===== src/rtl/spi_ram_master_pkg.sv =====
// Shared definitions for the SPI RAM master: command codes, FSM encoding and
// the frame geometry used by both the FSM and the frame shifter.
package spi_ram_master_pkg;

    localparam int FRAME_BITS = 10;
    localparam int RX_BITS    = 8;
    localparam int CNT_WIDTH  = 4;

    localparam logic [1:0] CMD_WR_ADDR = 2'b00;
    localparam logic [1:0] CMD_WR_DATA = 2'b01;
    localparam logic [1:0] CMD_RD_ADDR = 2'b10;
    localparam logic [1:0] CMD_RD_DATA = 2'b11;

    typedef enum logic [2:0] {
        IDLE,
        START,
        SHIFT,
        TURN,
        RECV,
        GAP
    } state_t;

endpackage


===== src/rtl/spi_frame_shifter.sv =====
// Datapath for one SPI frame: 10-bit transmit shifter with registered mosi,
// 8-bit receive shifter and the shared bit counter.
module spi_frame_shifter
    import spi_ram_master_pkg::*;
(
    input  logic                  clk,
    input  logic                  reset,
    input  logic                  load,
    input  logic [FRAME_BITS-1:0] frame,
    input  logic                  shift_en,
    input  logic                  rx_en,
    input  logic                  miso,
    output logic                  mosi,
    output logic                  shift_last,
    output logic                  rx_last,
    output logic [RX_BITS-1:0]    rx_next
);

    logic [FRAME_BITS-1:0] tx_q, tx_d;
    logic [RX_BITS-1:0]    rx_q, rx_d;
    logic [CNT_WIDTH-1:0]  cnt_q, cnt_d;
    logic                  mosi_q, mosi_d;

    assign shift_last = (cnt_q == CNT_WIDTH'(FRAME_BITS - 1));
    assign rx_last    = (cnt_q == CNT_WIDTH'(RX_BITS - 1));
    assign rx_next    = RX_BITS'({rx_q, miso});
    assign mosi       = mosi_q;

    // mosi is one register ahead of tx_q: loading puts the MSB on the wire for
    // the first SHIFT cycle, and the last SHIFT cycle returns the line to 0.
    always_comb begin
        tx_d   = tx_q;
        rx_d   = rx_q;
        cnt_d  = '0;
        mosi_d = 1'b0;
        if (load) begin
            tx_d   = {frame[FRAME_BITS-2:0], 1'b0};
            mosi_d = frame[FRAME_BITS-1];
        end else if (shift_en) begin
            if (!shift_last) begin
                mosi_d = tx_q[FRAME_BITS-1];
                tx_d   = {tx_q[FRAME_BITS-2:0], 1'b0};
                cnt_d  = cnt_q + CNT_WIDTH'(1);
            end
        end else if (rx_en) begin
            rx_d = rx_next;
            if (!rx_last) begin
                cnt_d = cnt_q + CNT_WIDTH'(1);
            end
        end
    end

    always_ff @(posedge clk) begin
        if (reset) begin
            tx_q   <= '0;
            rx_q   <= '0;
            cnt_q  <= '0;
            mosi_q <= 1'b0;
        end else begin
            tx_q   <= tx_d;
            rx_q   <= rx_d;
            cnt_q  <= cnt_d;
            mosi_q <= mosi_d;
        end
    end

endmodule


===== src/rtl/spi_ram_master.sv =====
// Host-side SPI master: each read/write request becomes an address frame and a
// data frame to an SPI RAM slave, separated by a programmable ss_n-high gap.
module spi_ram_master
    import spi_ram_master_pkg::*;
#(
    parameter int ADDR_WIDTH = 8,
    parameter int GAP_CYCLES = 1
) (
    input  logic                  clk,
    input  logic                  reset,
    input  logic                  req_valid,
    output logic                  req_ready,
    input  logic                  req_rd,
    input  logic [ADDR_WIDTH-1:0] req_addr,
    input  logic [7:0]            req_wdata,
    output logic                  rsp_valid,
    output logic [7:0]            rsp_data,
    output logic                  busy,
    output logic                  ss_n,
    output logic                  mosi,
    input  logic                  miso
);

    state_t                state_q, state_d;
    logic                  rd_q, rd_d;
    logic [ADDR_WIDTH-1:0] addr_q, addr_d;
    logic [7:0]            wdata_q, wdata_d;
    logic                  phase_b_q, phase_b_d;
    logic [3:0]            gap_cnt_q, gap_cnt_d;
    logic                  ss_n_q, ss_n_d;
    logic                  rsp_valid_q, rsp_valid_d;
    logic [7:0]            rsp_data_q, rsp_data_d;

    logic [1:0]            cmd;
    logic [7:0]            payload;
    logic                  shift_last;
    logic                  rx_last;
    logic [RX_BITS-1:0]    rx_next;

    // The payload is 8 bits wide; the address is fitted to it.
    always_comb begin
        if (!phase_b_q) begin
            cmd     = rd_q ? CMD_RD_ADDR : CMD_WR_ADDR;
            payload = 8'(addr_q);
        end else if (rd_q) begin
            cmd     = CMD_RD_DATA;
            payload = 8'h00;
        end else begin
            cmd     = CMD_WR_DATA;
            payload = wdata_q;
        end
    end

    spi_frame_shifter u_shifter (
        .clk        (clk),
        .reset      (reset),
        .load       (state_q == START),
        .frame      ({cmd, payload}),
        .shift_en   (state_q == SHIFT),
        .rx_en      (state_q == RECV),
        .miso       (miso),
        .mosi       (mosi),
        .shift_last (shift_last),
        .rx_last    (rx_last),
        .rx_next    (rx_next)
    );

    // phase_b_q selects frame B; only a read's frame B turns around to receive.
    always_comb begin
        state_d     = state_q;
        rd_d        = rd_q;
        addr_d      = addr_q;
        wdata_d     = wdata_q;
        phase_b_d   = phase_b_q;
        gap_cnt_d   = gap_cnt_q;
        rsp_valid_d = 1'b0;
        rsp_data_d  = rsp_data_q;
        unique case (state_q)
            IDLE: begin
                if (req_valid) begin
                    state_d   = START;
                    rd_d      = req_rd;
                    addr_d    = req_addr;
                    wdata_d   = req_wdata;
                    phase_b_d = 1'b0;
                end
            end
            START: state_d = SHIFT;
            SHIFT: begin
                if (shift_last) begin
                    if (phase_b_q && rd_q) begin
                        state_d = TURN;
                    end else begin
                        state_d   = GAP;
                        gap_cnt_d = '0;
                    end
                end
            end
            TURN: state_d = RECV;
            RECV: begin
                if (rx_last) begin
                    state_d     = GAP;
                    gap_cnt_d   = '0;
                    rsp_valid_d = 1'b1;
                    rsp_data_d  = rx_next;
                end
            end
            GAP: begin
                if (gap_cnt_q == 4'(GAP_CYCLES - 1)) begin
                    if (phase_b_q) begin
                        state_d = IDLE;
                    end else begin
                        state_d   = START;
                        phase_b_d = 1'b1;
                    end
                end else begin
                    gap_cnt_d = gap_cnt_q + 4'd1;
                end
            end
            default: state_d = IDLE;
        endcase
        ss_n_d = !(state_d inside {START, SHIFT, TURN, RECV});
    end

    always_ff @(posedge clk) begin
        if (reset) begin
            state_q     <= IDLE;
            rd_q        <= 1'b0;
            addr_q      <= '0;
            wdata_q     <= '0;
            phase_b_q   <= 1'b0;
            gap_cnt_q   <= '0;
            ss_n_q      <= 1'b1;
            rsp_valid_q <= 1'b0;
            rsp_data_q  <= 8'h00;
        end else begin
            state_q     <= state_d;
            rd_q        <= rd_d;
            addr_q      <= addr_d;
            wdata_q     <= wdata_d;
            phase_b_q   <= phase_b_d;
            gap_cnt_q   <= gap_cnt_d;
            ss_n_q      <= ss_n_d;
            rsp_valid_q <= rsp_valid_d;
            rsp_data_q  <= rsp_data_d;
        end
    end

    assign req_ready = (state_q == IDLE);
    assign busy      = !req_ready;
    assign ss_n      = ss_n_q;
    assign rsp_valid = rsp_valid_q;
    assign rsp_data  = rsp_data_q;

endmodule


===== config.mk =====
export PLATFORM = sky130hd
export DESIGN_NAME = spi_ram_master
export DESIGN_NICKNAME = d
export VERILOG_FILES = /design/src/rtl/spi_ram_master_pkg.sv /design/src/rtl/spi_frame_shifter.sv /design/src/rtl/spi_ram_master.sv
export SDC_FILE = /design/constraint.sdc
export NUM_CORES = 1
export LEC_CHECK = 0
export ABC_AREA = 1
export CAP_MARGIN = 20
export CORE_MARGIN = 1.5
export CORE_UTILIZATION = 30
export CTS_BUF_LIST = sky130_fd_sc_hd__clkbuf_4
export DETAILED_ROUTE_END_ITERATION = 12
export PLACE_DENSITY = 0.54
export SLEW_MARGIN = 20
export SYNTH_ARGS = -nofsm -noshare
export SYNTH_HDL_FRONTEND = slang
export SYNTH_SLANG_ARGS = --single-unit

===== constraint.sdc =====
create_clock -name clk -period 1.4 [get_ports clk]
set_input_delay 0.21 -clock clk [delete_from_list [all_inputs] [get_ports clk]]
set_output_delay 0.21 -clock clk [all_outputs]
set_load 0.005 [all_outputs]

Yosys cells after proc, flatten, opt, wreduce, memory -nomap -nowiden

Cells that the tools add are included.

Flip-flop bits (word level): 56
Input bits: 21
Output and inout port bits: 13

Add/sub/neg operators: 2
Equality and inequality tests: 18
Multiplexer cells: 31
Bitwise logic cells: 3
Reductions and logical operators: 17

Operators by type and width:

| operator                                            | number |
|---|---|
| 2-to-1 mux 4 bit                                    | 8 |
| 2-to-1 mux 10 bit                                   | 3 |
| one-hot mux 3 bit (6 select lines)                  | 1 |
| 2-to-1 mux 8 bit                                    | 2 |
| 2-to-1 mux 3 bit                                    | 5 |
| equality test 3 x 2 -> 1 bit, second input constant | 4 |
| != test 2 bit, second input constant                | 6 |
| one-hot mux 4 bit (3 select lines)                  | 1 |
| equality test 3 bit, second input constant          | 3 |
| adder 4 x 1 -> 4 bit, second input constant         | 2 |
| 2-to-1 mux 1 bit                                    | 7 |
| equality test 3 x 1 -> 1 bit, second input constant | 2 |
| 2-to-1 mux 2 bit                                    | 3 |
| AND reduction 2 bit                                 | 3 |
| AND reduction 3 bit                                 | 2 |
| AND reduction 5 bit                                 | 1 |
| equality test 4 x 3 -> 1 bit, second input constant | 1 |
| equality test 4 bit, second input constant          | 1 |
| logical NOT 4 bit                                   | 1 |
| nonzero test 2 bit                                  | 2 |
| nonzero test 4 bit                                  | 1 |
| OR reduction 2 bit                                  | 2 |
| logical NOT 3 bit                                   | 1 |
| NOT 1 bit                                           | 3 |
| 5 further kinds                                     | 6 |

Longest topological paths before layout

Gate-level depths: netlist of run 1.

Word-level depth: 7
Depth in mapped cells: 11
Depth with buffers taken out: 11

By module

A second synthesis of run 1 with hierarchy kept.

Cell total of the unflattened synthesis: 341
Area total of the unflattened synthesis: 2538.7 um2

Modules (own cells, without submodules):

| module            | instances | cells each | area each (um2) |
|---|---|---|---|
| spi_ram_master    | 1         | 206        | 1574.0 |
| spi_frame_shifter | 1         | 135        | 964.7 |

Worst setup path before layout of run 1

OpenSTA, ideal clock, no wires.

Path type: register to register
Start point: reg u_shifter.cnt_q[0]
End point: reg gap_cnt_q[1]
Data arrival time: 1.217 ns
Slack: 0.055 ns
Cell stages (with the launch flop): 11
Clock period less this slack: 1.345 ns
Cell sequence: dfxtp_1 > ha_1 > nand2_1 > nor2_1 > inv_1 > nand2_2 > nand2_4 > nor2_2 > nand2_1 > nand2_1 > nor2_1

Word-level cells in the longest chain between the ends: 3
Elaborated cells between the ends (all ways): 5

Ends and longest elaborated chain:

| what                                                                       | line                                             | RTL |
|---|---|---|
| start, declared                                                            | spi_frame_shifter.sv:21                          | `logic [CNT_WIDTH-1:0] cnt_q, cnt_d;` |
| start signal, assigned                                                     | spi_frame_shifter.sv:62                          | `cnt_q <= cnt_d;` |
| equality test 4 x 3 -> 1 bit / equality test 4 bit (equally long branches) | spi_frame_shifter.sv:25, spi_frame_shifter.sv:24 |  |
| != test 2 bit (no line)                                                    | -                                                |  |
| AND reduction 5 bit (no line) (*)                                          | -                                                |  |
| end signal, assigned                                                       | spi_ram_master.sv:142                            | `gap_cnt_q <= gap_cnt_d;` |
| end, declared                                                              | spi_ram_master.sv:29                             | `logic [3:0] gap_cnt_q, gap_cnt_d;` |

Every way passes the cells marked *; elsewhere a longest branch is shown, timed or not.
A chain may end at the register's enable or synchronous reset.

Worst setup path in the final report of run 1

Start point: reg state_q[1]
End point: reg u_shifter.cnt_q[2]

Word-level cells in the longest chain between the ends: 3
Elaborated cells between the ends (all ways): 6

Ends and longest elaborated chain:

| what                   | line                    | RTL |
|---|---|---|
| start, declared        | spi_ram_master.sv:24    | `state_t state_q, state_d;` |
| start signal, assigned | spi_ram_master.sv:137   | `state_q <= state_d;` |
| equality test 3 bit    | spi_ram_master.sv:60    | `.rx_en (state_q == RECV),` |
| 2-to-1 mux 4 bit       | spi_frame_shifter.sv:45 | `end else if (rx_en) begin` |
| 2-to-1 mux 4 bit       | spi_frame_shifter.sv:39 | `end else if (shift_en) begin` |

Parallel ways exist; a longest one is shown, timed or not.

==> flow_summary.json, run 1 <==
{
  "rr_startpoint": "state_q[1]",
  "max-slew-margin-rel": 0.805,
  "routed-via-count": 2243,
  "total_switching_power_uw": 857,
  "finalWorstSetupSlack_ns": -0.0171,
  "critPathTopFamily": "simple AND/OR/NAND/NOR gates",
  "drv_cap": 0,
  "clock_path_buffers": 2,
  "cts_buffers": 5,
  "worstPathRequired_ns": 1.70,
  "clock_tree_from_tritoncts": "built",
  "clock_insertion_delay_worst_skew_ns": 0.38,
  "initial_core_util": 0.311,
  "area_taken_by_flip_flops_and_latches_mm2": 0.00115,
  "final_core_utilization": 0.442,
  "num-nets-final": 414,
  "worstHoldEndpoint": "rsp_data[0]",
  "seq_power_share": 0.538,
  "power.clock.fraction": 0.292,
  "drive_gt1_frac": 0.287,
  "hpwlAfterDp_um": 3860,
  "status": "finished, violations left",
  "cellInternalPower_mw": 2.31,
  "first_global_vias": 2155,
  "seq_area_frac_synth": 0.466,
  "grt_util_all_layers": 0.132,
  "ys_types": 30,
  "crit_chain": "buf_6, nor3_4, buf_4, buf_4, nor2_1, nor4_1",
  "pwr_density_cell_mw_per_mm2": 928,
  "failing_checks": "setup timing",
  "final_max_slew_viol_count": 0,
  "synthesis.instances": 326,
  "synth_area_per_cell_um2": 7.38,
  "area_growth_pct": 41.8,
  "synth_top_cells_by_count": "59 x sky130_fd_sc_hd__nand2_1, 56 x sky130_fd_sc_hd__dfxtp_1, 38 x sky130_fd_sc_hd__inv_1",
  "detailed_place.area_mm2": 0.00303,
  "routed_wl_um": 5600,
  "iter_0_drt_violations": 86,
  "placed_cells": 475,
  "timing.critical_path.buf_inv": 3,
  "cp_slowest_stage_delay_ns": 0.39,
  "instances_no_fill": 492,
  "yosysTopAreaCellShare": 0.466,
  "remaining_drc_errors": 0,
  "start_kind": "register",
  "hold_violations": 0,
  "type_of_the_setup_path_with_the_least_slack": "register to register",
  "fp-row-count": 32,
  "hold_depth": 3,
  "hold_slack_ns": 0.390,
  "timing.hold.worst.start": "miso",
  "synth.net_count": 351,
  "num_ports": 34,
  "ys_ff_latch": 56,
  "rsz_0062_raised_after_global_routing": "yes",
  "max_freq_mhz": 706,
  "grt_first_pass_wirelength_um": 9290,
  "design_area_mm2": 0.00341,
  "gpl.final_weighted_congestion": 0.834,
  "tritonroute_pass_1_iters": 4,
  "postSynth.asyncResetShare": 0,
  "cts_sinks": 56,
  "period_utilization_post_route": 1.01,
  "htree_levels": 2,
  "n_antenna_cell": 0,
  "ctsHoldBuffers": 0,
  "report.power.total_mw": 3.17,
  "drt-wirelength-per-cell_um": 11.4,
  "detail_route.vias_per_cell": 4.56,
  "synth_most_common_cell": "sky130_fd_sc_hd__nand2_1",
  "critical-path-top-cell-by-count": "sky130_fd_sc_hd__buf_4",
  "synth_top_flop_cell": "sky130_fd_sc_hd__dfxtp_1",
  "critPathMaxFanout": 8,
  "globalRouteOverflowTotal": 0,
  "r2r.worst_path.cells": 6,
  "post-route-min-period_ns": 1.42,
  "r2r_slack_ns": -0.02,
  "pre_cts_slack_ns": -0.0236,
  "cts.reportedPaths.clkPinSlew_ns": 0.18,
  "clock_tree.root_cell": "sky130_fd_sc_hd__clkbuf_4",
  "count_of_port_buffers_added_during_placement": 33,
  "die_span_x_um": 92.6,
  "synth_enable_flop_cells": 0,
  "ir_drop_v": 0.000357,
  "die_outline_area_mm2": 0.00857,
  "num-fill-cells": 779,
  "critPathCaptureType": "register",
  "r2r-end": "u_shifter.cnt_q[2]",
  "syn_area_mm2": 0.00241,
  "p_sw_frac": 0.271,
  "route.antenna.remaining_nets": 0,
  "setup-violations-final": 4,
  "worstMarginPinSlew_ns": 0.292,
  "die_h_um": 92.6,
  "setup_total_negative_slack_ns": -0.0373,
  "core_region_area_mm2": 0.00773,
  "critPathArrivalTime_ns": 1.71,
  "synthesis.yosys.warnings": 0,
  "multi_input_area_mm2": 0.00125,
  "synth_largest_area_cell": "sky130_fd_sc_hd__dfxtp_1",
  "largest_net_degree_at_the_start_of_global_routing": 36,
  "min-delay-path-class": "input port to register",
  "synth.area.top_cells": "sky130_fd_sc_hd__dfxtp_1 47%, sky130_fd_sc_hd__nand2_1 9.2%, sky130_fd_sc_hd__nand3_1 6.9%",
  "critPathSlowestCell": "sky130_fd_sc_hd__dfxtp_4",
  "finalClockSkew_ns": 0.0170,
  "leakagePower_nw": 1.49,
  "grt_antenna_before_repair": 0,
  "comb_power_share": 0.170
}
[power groups by stage]
| stage | registers [mW] | logic [mW] | clock network (mW) |
|---|---|---|---|
| final | 1.71 | 0.538 | 0.924 |
| after floorplan | 1.74 | 0.254 | 0 |
| after global placement | 1.74 | 0.448 | 0 |
| after global routing | 1.71 | 0.593 | 1.01 |
| after CTS | 1.70 | 0.480 | 0.953 |
| after detailed placement | 1.74 | 0.451 | 0 |
[tightest hold or removal path: cells and delay by family]
family	cells	cell delay (ns)
buffers and inverters	1	0.43
AND/OR/NAND/NOR	2	0.12
[routing by layer]
metal  GRT usage  wire (um)  vias to the layer above
met1       0.166       2750                     1025
met2       0.230       2650                       24
met3      0.0230        125                        6
met4      0.0423         69                        0
met5           0          0                        -
li1            -          -                     1188
[worst max-delay path by stage]
stage / start / end / slack (ns) / depth (start not counted)
4_1_cts: state_q[2] / rsp_data[3] / -0.04 / 9
3_3_place_gp: state_q[0] / ss_n / -0.007 / 7
2_1_floorplan: u_shifter.cnt_q[0] / gap_cnt_q[1] / 0.06 / 10
6_report: state_q[1] / u_shifter.cnt_q[2] / -0.02 / 6
5_1_grt: state_q[1] / gap_cnt_q[3] / -0.11 / 8
3_5_place_dp: u_shifter.cnt_q[1] / gap_cnt_q[0] / -0.02 / 10
[flip-flops by register name, summed over array words and instances (netlist names)]
| signal | cells |
|---|---|
| rsp_valid | 1 |
| wdata_q | 8 |
| u_shifter.rx_q | 7 |
| rsp_data | 8 |
| addr_q | 8 |
| u_shifter.mosi | 1 |
| phase_b_q | 1 |
| rd_q | 1 |
| u_shifter.tx_q | 9 |
| state_q | 3 |
| u_shifter.cnt_q | 4 |
| gap_cnt_q | 4 |
| ss_n | 1 |
[placed cells by master (no fill, tap or decap), types with 3 or more instances in the layout]
cell	count
sky130_fd_sc_hd__nor2_2	5
sky130_fd_sc_hd__inv_2	5
sky130_fd_sc_hd__a21oi_2	3
sky130_fd_sc_hd__nand3_1	30
sky130_fd_sc_hd__dfxtp_4	3
sky130_fd_sc_hd__o22ai_1	8
sky130_fd_sc_hd__dlygate4sd2_1	11
sky130_fd_sc_hd__a21oi_1	21
sky130_fd_sc_hd__buf_4	27
sky130_fd_sc_hd__nand2_4	4
sky130_fd_sc_hd__dfxtp_1	41
sky130_fd_sc_hd__nand2_2	13
sky130_fd_sc_hd__nand2_1	46
sky130_fd_sc_hd__clkdlybuf4s50_1	20
sky130_fd_sc_hd__nor2_1	27
sky130_fd_sc_hd__dfxtp_2	12
sky130_fd_sc_hd__o21ai_1	23
sky130_fd_sc_hd__o21ai_0	8
sky130_fd_sc_hd__nand3_2	3
sky130_fd_sc_hd__buf_6	5
sky130_fd_sc_hd__inv_1	36
sky130_fd_sc_hd__clkbuf_4	5
sky130_fd_sc_hd__nor2_4	5
[what timing repair did]
item | 4_1_cts | 5_1_grt
setup buffers | 5 | 3
pin swaps | 4 | 17
gates cloned | 0 | 1
resized for setup | 49 | 56
setup endpoints to repair | 27 | 47
[cell type report]
| cell class | instances | share of cell area |
|---|---|---|
| flip-flops and latches | 56 | 0.336 |
| well taps | 102 | 0.0374 |
| multi-input cells | 214 | 0.366 |
| inverters | 44 | 0.0513 |
| repair buffers | 68 | 0.185 |
| clock inverters | 3 | 0.0136 |
| clock buffers | 5 | 0.0110 |
[cell families (layout without fill, tap and decap cells)]
kind of cell             after synthesis  after routing  share of synthesized area
adder cells (fa/ha/maj)                4              4                     0.0208
XOR/XNOR                               2              2                    0.00728
AND/OR/NAND/NOR                      142            142                      0.272
AO/OA/AOI/OAI                         66             66                      0.143
buffers and inverters                 56            120                     0.0910
flip-flops                            56             56                      0.466
No activity file was read; power rests on OpenSTA's default activity.
==> run 2, diff against run 1 <==
CORE_UTILIZATION = 51   (was 30)
GPL_ROUTABILITY_DRIVEN = 0   (was unset)
PLACE_DENSITY = 0.81   (was 0.54)
SETUP_SLACK_MARGIN = 0.3   (was unset)
==> run 2 against run 1 <==
Effect of this change:
- the flow still finishes with violations (setup timing)
- cell area is 5.8% higher
- worst hold slack improved by 0.028 ns
- fmax fell by 5.0%
- register-to-register slack got worse by 0.07 ns
- die area fell by 40%
- critical endpoint is now u_shifter.tx_q[8]
- critical path type unchanged
- clock-buffer cell count grew 1
- sequential share of layout area is 1.7 points lower
- power grew 0.68%
- via count increased by 15%
- combinational power increased by 44%
==> flow_summary.json, run 2 (synthesis results as in run 1) <==
{
  "status": "finished, violations left",
  "failing_checks": "setup timing",
  "drv_cap": 0,
  "start_kind": "register",
  "worstPathRequired_ns": 1.74,
  "final_max_slew_viol_count": 0,
  "drive_gt1_frac": 0.429,
  "critPathArrivalTime_ns": 1.83,
  "placed_cells": 410,
  "count_of_port_buffers_added_during_placement": 33,
  "cts.reportedPaths.clkPinSlew_ns": 0.15,
  "ir_drop_v": 0.000483,
  "cts_buffers": 5,
  "critPathMaxFanout": 8,
  "clock_insertion_delay_worst_skew_ns": 0.39,
  "cts_sinks": 56,
  "instances_no_fill": 439,
  "max-slew-margin-rel": 0.787,
  "num-fill-cells": 255,
  "max_freq_mhz": 670,
  "layout.cells.most_common_list": "46 x sky130_fd_sc_hd__nand2_1, 40 x sky130_fd_sc_hd__dfxtp_1, 33 x sky130_fd_sc_hd__inv_1",
  "finalWorstSetupSlack_ns": -0.0917,
  "hpwlAfterDp_um": 3630,
  "type_of_the_setup_path_with_the_least_slack": "register to register",
  "hold_depth": 3,
  "multi_input_area_mm2": 0.00149,
  "die_h_um": 71.7,
  "die_outline_area_mm2": 0.00514,
  "min-delay-path-class": "input port to register",
  "clock_path_buffers": 2,
  "fp-row-count": 24,
  "hold_slack_ns": 0.418,
  "area_taken_by_flip_flops_and_latches_mm2": 0.00115,
  "routed-via-count": 2589,
  "initial_core_util": 0.541,
  "clock_tree_from_tritoncts": "built",
  "core_region_area_mm2": 0.00444,
  "num_ports": 34,
  "critPathSlowestCell": "sky130_fd_sc_hd__dfxtp_2",
  "top_register": "u_shifter.tx_q",
  "report.power.total_mw": 3.19,
  "drt-wirelength-per-cell_um": 17.8,
  "leakagePower_nw": 1.54,
  "period_utilization_post_route": 1.07,
  "pwr_density_cell_mw_per_mm2": 884,
  "ctsHoldBuffers": 0,
  "largest_register_ff_count": 9,
  "worstMarginPinSlew_ns": 0.319,
  "area_growth_pct": 50.0,
  "grt_first_pass_wirelength_um": 9640,
  "num-nets-final": 412,
  "largest_net_degree_at_the_start_of_global_routing": 37,
  "detail_route.vias_per_cell": 5.90,
  "routed_wl_um": 7810,
  "iter_0_drt_violations": 308,
  "die_span_x_um": 71.7,
  "grt_util_all_layers": 0.237,
  "detailed_place.area_mm2": 0.00293,
  "design_area_mm2": 0.00361,
  "final_common_cell": "sky130_fd_sc_hd__nand2_1",
  "rsz_0062_raised_after_global_routing": "yes",
  "cp_slowest_stage_delay_ns": 0.39,
  "first_global_vias": 2156,
  "crit_chain": "inv_2, ha_4, nand2_4, nor2_4, nor2_4, buf_6, nand3_2, nand3_2, nand2_1, inv_1",
  "post-route-min-period_ns": 1.49,
  "finalClockSkew_ns": 0.00770,
  "critPathCaptureType": "register",
  "route.antenna.remaining_nets": 0,
  "grt_antenna_before_repair": 0,
  "clock_tree.root_cell": "sky130_fd_sc_hd__clkbuf_4",
  "globalRouteOverflowTotal": 0,
  "setup-violations-final": 29,
  "tritonroute_pass_1_iters": 7,
  "hold_violations": 0,
  "n_antenna_cell": 0,
  "remaining_drc_errors": 0,
  "htree_levels": 2,
  "r2r.worst_path.cells": 10
}
==> run 2: critical path: cells and delay by family, from the launching register on <==
kind / cells / cell delay [ns]
adder cells (fa/ha/maj): 1 / 0.16
buffers and inverters: 3 / 0.31
AND/OR/NAND/NOR: 6 / 0.59
flip-flops: 1 / 0.39
==> run 2: layout make-up <==
class | instances | area share
multi-input combinational | 215 | 0.413
clock inverter | 1 | 0.00139
clock buffer | 6 | 0.0125
tap | 52 | 0.0180
timing repair buffer | 65 | 0.186
inverter | 44 | 0.0492
sequential | 56 | 0.320
==> run 2: final timing paths <==
path	startpoint	end	slack (ns)
worst min-delay path	miso	rsp_data[0]	0.42
worst max-delay path	u_shifter.cnt_q[1]	u_shifter.tx_q[8]	-0.09
worst min register to register	addr_q[4]	addr_q[4]	0.46
worst max register to register	u_shifter.cnt_q[1]	u_shifter.tx_q[8]	-0.09
==> run 2: timing repair <==
action,4_1_cts,5_1_grt
pin swaps,14,30
resized for setup,100,97
buffers inserted,9,6
endpoints found under the setup margin,69,58
cloned,3,4
==> run 2: where the power goes <==
| group | switching [mW] | internal [mW] |
|---|---|---|
| clock network | 0.496 | 0.206 |
| logic | 0.412 | 0.361 |
| registers | 0.0476 | 1.67 |
| total | 0.956 | 2.23 |
==> run 2: per-stage QoR <==
| stage | setup TNS, ns | util | setup slack, ns |
|---|---|---|---|
| after global placement | 0 | 0.659 | 0.0558 |
| after detailed placement | 0 | 0.659 | 0.0134 |
| after global routing | -2.12 | 0.812 | -0.141 |
| after CTS | 0 | 0.709 | 0.0142 |
| final | -0.851 | 0.812 | -0.0917 |
| after floorplan | 0 | - | 0.155 |
==> run 2: layer usage <==
metal | up-vias | global-route usage | share of wire
li1 | 1176 | - | -
met2 | 141 | 0.415 | 0.50
met3 | 48 | 0.0422 | 0.062
met5 | - | 0 | 0
met1 | 1224 | 0.298 | 0.40
met4 | 0 | 0.0671 | 0.043
==> run 3, diff against run 2 <==
--- a/config.mk
+++ b/config.mk
@@ -7,6 +7,6 @@
 export LEC_CHECK = 0
-export ABC_AREA = 1
+export ABC_AREA = 0
 export CAP_MARGIN = 20
 export CORE_MARGIN = 1.5
-export CORE_UTILIZATION = 51
+export CORE_UTILIZATION = 50
 export CTS_BUF_LIST = sky130_fd_sc_hd__clkbuf_4
@@ -14,3 +14,3 @@
 export GPL_ROUTABILITY_DRIVEN = 0
-export PLACE_DENSITY = 0.81
+export PLACE_DENSITY = 0.8
 export SETUP_SLACK_MARGIN = 0.3
==> constraint.sdc (replaced) <==
create_clock -name clk -period 1.4 [get_ports clk]
set_input_delay 0.28 -clock clk [delete_from_list [all_inputs] [get_ports clk]]
set_output_delay 0.28 -clock clk [all_outputs]
set_load 0.005 [all_outputs]
==> run 3 against run 2 <==
Effect of this change:
- worst hold slack worse by 0.21 ns
- power grew 8.6%
- clock skew increased by 0.00076 ns
- the flow still finishes with violations (setup timing)
- first-iteration DRC count is 13% lower
- clock power increased by 31%
- clock-buffer cell count decreased by 1
- fmax is 13% lower
- core utilization up 6.3 points
==> flow_summary.json, run 3 <==
{
  "status": "finished, violations left",
  "failing_checks": "setup timing",
  "syn_area_mm2": 0.00239,
  "grt_first_pass_wirelength_um": 12200,
  "pre_cts_slack_ns": -0.298,
  "max_freq_mhz": 581,
  "seq_area_frac_synth": 0.469,
  "grt_antenna_before_repair": 0,
  "critical-path-top-cell-by-count": "sky130_fd_sc_hd__buf_12",
  "max-slew-margin-rel": 0.657,
  "leakagePower_nw": 1.53,
  "start_kind": "register",
  "r2r.worst_path.cells": 6,
  "rsz_0062_raised_after_global_routing": "yes",
  "clock_insertion_delay_worst_skew_ns": 0.40,
  "drv_cap": 0,
  "grt_util_all_layers": 0.309,
  "fp-row-count": 24,
  "hold_violations": 0,
  "crit_chain": "buf_12, or3b_4, nor2_8, buf_12, mux2i_1, nor2_1",
  "largest_register_ff_count": 9,
  "min-delay-path-class": "input port to register",
  "hpwlAfterDp_um": 3790,
  "worstMarginPinSlew_ns": 0.515,
  "final_core_utilization": 0.875,
  "critPathTopFamily": "simple AND/OR/NAND/NOR gates",
  "synth.area.top_cells": "sky130_fd_sc_hd__dfxtp_1 47%, sky130_fd_sc_hd__nand2_1 10%, sky130_fd_sc_hd__a21oi_1 6.3%",
  "synth_top_cells_by_count": "65 x sky130_fd_sc_hd__nand2_1, 56 x sky130_fd_sc_hd__dfxtp_1, 30 x sky130_fd_sc_hd__a21oi_1",
  "remaining_drc_errors": 0,
  "setup-violations-final": 58,
  "final_max_slew_viol_count": 0,
  "cts_buffers": 5,
  "detail_route.vias_per_cell": 6.37,
  "worstPathRequired_ns": 1.69,
  "routed-via-count": 2708,
  "period_utilization_post_route": 1.23,
  "ir_drop_v": 0.000835,
  "report.power.total_mw": 3.46,
  "pwr_density_cell_mw_per_mm2": 885,
  "area_growth_pct": 64.0,
  "n_antenna_cell": 0,
  "critPathSlowestCell": "sky130_fd_sc_hd__or3b_4",
  "count_of_port_buffers_added_during_placement": 33,
  "die_outline_area_mm2": 0.00520,
  "path_depth": 6,
  "synthesis.yosys.warnings": 0,
  "num_ports": 34,
  "die_h_um": 72.1,
  "placed_cells": 385,
  "layout.cells.most_common_list": "42 x sky130_fd_sc_hd__nand2_1, 40 x sky130_fd_sc_hd__dfxtp_1, 39 x sky130_fd_sc_hd__buf_4",
  "route.antenna.remaining_nets": 0,
  "htree_levels": 2,
  "clock_tree_from_tritoncts": "built",
  "ys_ff_latch": 56,
  "hold_depth": 3,
  "finalClockSkew_ns": 0.00846,
  "largest_net_degree_at_the_start_of_global_routing": 31,
  "initial_core_util": 0.534,
  "cts.reportedPaths.clkPinSlew_ns": 0.16,
  "yosysTopAreaCellShare": 0.469,
  "drive_gt1_frac": 0.534,
  "cp_slowest_stage_delay_ns": 0.43,
  "synth_largest_area_cell": "sky130_fd_sc_hd__dfxtp_1",
  "synthesis.instances": 282,
  "num-nets-final": 397,
  "die_span_x_um": 72.1,
  "tritonroute_pass_1_iters": 5,
  "cts_sinks": 56,
  "synth_area_per_cell_um2": 8.47,
  "synth_most_common_cell": "sky130_fd_sc_hd__nand2_1",
  "drt-wirelength-per-cell_um": 22.9,
  "instances_no_fill": 425,
  "timing.critical_path.buf_inv": 2,
  "core_region_area_mm2": 0.00447,
  "first_global_vias": 2432,
  "clock_path_buffers": 2,
  "synth_enable_flop_cells": 0,
  "clock_tree.root_cell": "sky130_fd_sc_hd__clkbuf_4",
  "critPathCaptureType": "register",
  "globalRouteOverflowTotal": 0,
  "top_register": "u_shifter.tx_q",
  "critPathMaxFanout": 8,
  "iter_0_drt_violations": 268,
  "finalWorstSetupSlack_ns": -0.320,
  "hold_slack_ns": 0.204,
  "routed_wl_um": 9750,
  "synth_top_flop_cell": "sky130_fd_sc_hd__dfxtp_1",
  "synth.net_count": 307,
  "type_of_the_setup_path_with_the_least_slack": "register to register",
  "critPathArrivalTime_ns": 2.01,
  "postSynth.asyncResetShare": 0,
  "ys_types": 45,
  "post-route-min-period_ns": 1.72,
  "final_common_cell": "sky130_fd_sc_hd__nand2_1",
  "num-fill-cells": 182
}
-- run 3: cell types whose count changed after synthesis, sizes merged, moves of 4 or more --
cell | previous run | this run
o22ai | 8 | 1
a311oi | 0 | 8
buf | 6 | 11
nor2 | 37 | 24
nand3 | 35 | 12
a221oi | 0 | 4
a211oi | 0 | 5
a21oi | 24 | 30
inv | 44 | 7
mux2i | 0 | 8
o21ai | 32 | 2
clkbuf | 6 | 10
-- run 3: power breakdown --
group / leakage [nW] / switching, mW / internal (mW)
combinational: 1.03 / 0.418 / 0.402
clock: 0.0412 / 0.548 / 0.373
sequential: 0.464 / 0.0630 / 1.66
-- run 3: worst min-delay path, cell delays in order --
cell,delay (ns)
sky130_fd_sc_hd__buf_2,0.11
sky130_fd_sc_hd__or4_1,0.12
sky130_fd_sc_hd__o31ai_1,0.07
-- run 3: kinds of logic after synthesis --
| logic type | share of synthesized area |
|---|---|
| buffers and inverters | 0.0555 |
| xor gates and xnor gates | 0.0110 |
| and+or+nand+nor | 0.239 |
| AOI/OAI and AO/OA | 0.166 |
| muxes | 0.0382 |
| DFF | 0.469 |
| adders and majority gates | 0.0210 |
-- run 3: metrics by stage --
step / cell area, um2 / TNS, ns
floorplan: 2580 / -1.88
global placement: 3100 / -7.54
detailed placement: 3100 / -10.11
CTS: 3570 / -5.52
global route: 3920 / -12.57
finish: 3920 / -11.00
-- run 3: cell type report --
| cell class | count | area, um2 | area share |
|---|---|---|---|
| timing repair buffer | 103 | 966 | 0.247 |
| multi-input combinational | 198 | 1620 | 0.413 |
| inverter | 8 | 33.8 | 0.00863 |
| tap | 52 | 65.1 | 0.0166 |
| clock inverter | 3 | 42.5 | 0.0109 |
| sequential | 56 | 1150 | 0.295 |
| clock buffer | 5 | 37.5 | 0.00958 |
-- run 3: path summary, 6_finish.rpt --
kind	from	endpoint	slack, ns
worst max-delay path	state_q[0]	rsp_data[6]	-0.32
worst min-delay path	reset	gap_cnt_q[0]	0.20
worst max register to register	state_q[0]	rsp_data[6]	-0.32
worst min register to register	addr_q[0]	addr_q[0]	0.50
-- run 3: repair_timing --
action	in CTS	in global routing
gates resized for setup	138	64
setup endpoints to repair	69	69
pin swaps	26	30
cloned	7	0
hold buffers	0	0
hold endpoints to repair	0	0
buffers inserted	14	11
-- run 3: per-layer routing --
layer | GRT usage | vias to the layer above | wire length (um)
li1 | - | 1159 | -
met1 | 0.396 | 1259 | 3620
met2 | 0.491 | 209 | 4560
met3 | 0.0667 | 81 | 905
met4 | 0.157 | 0 | 662
met5 | 0 | - | 0
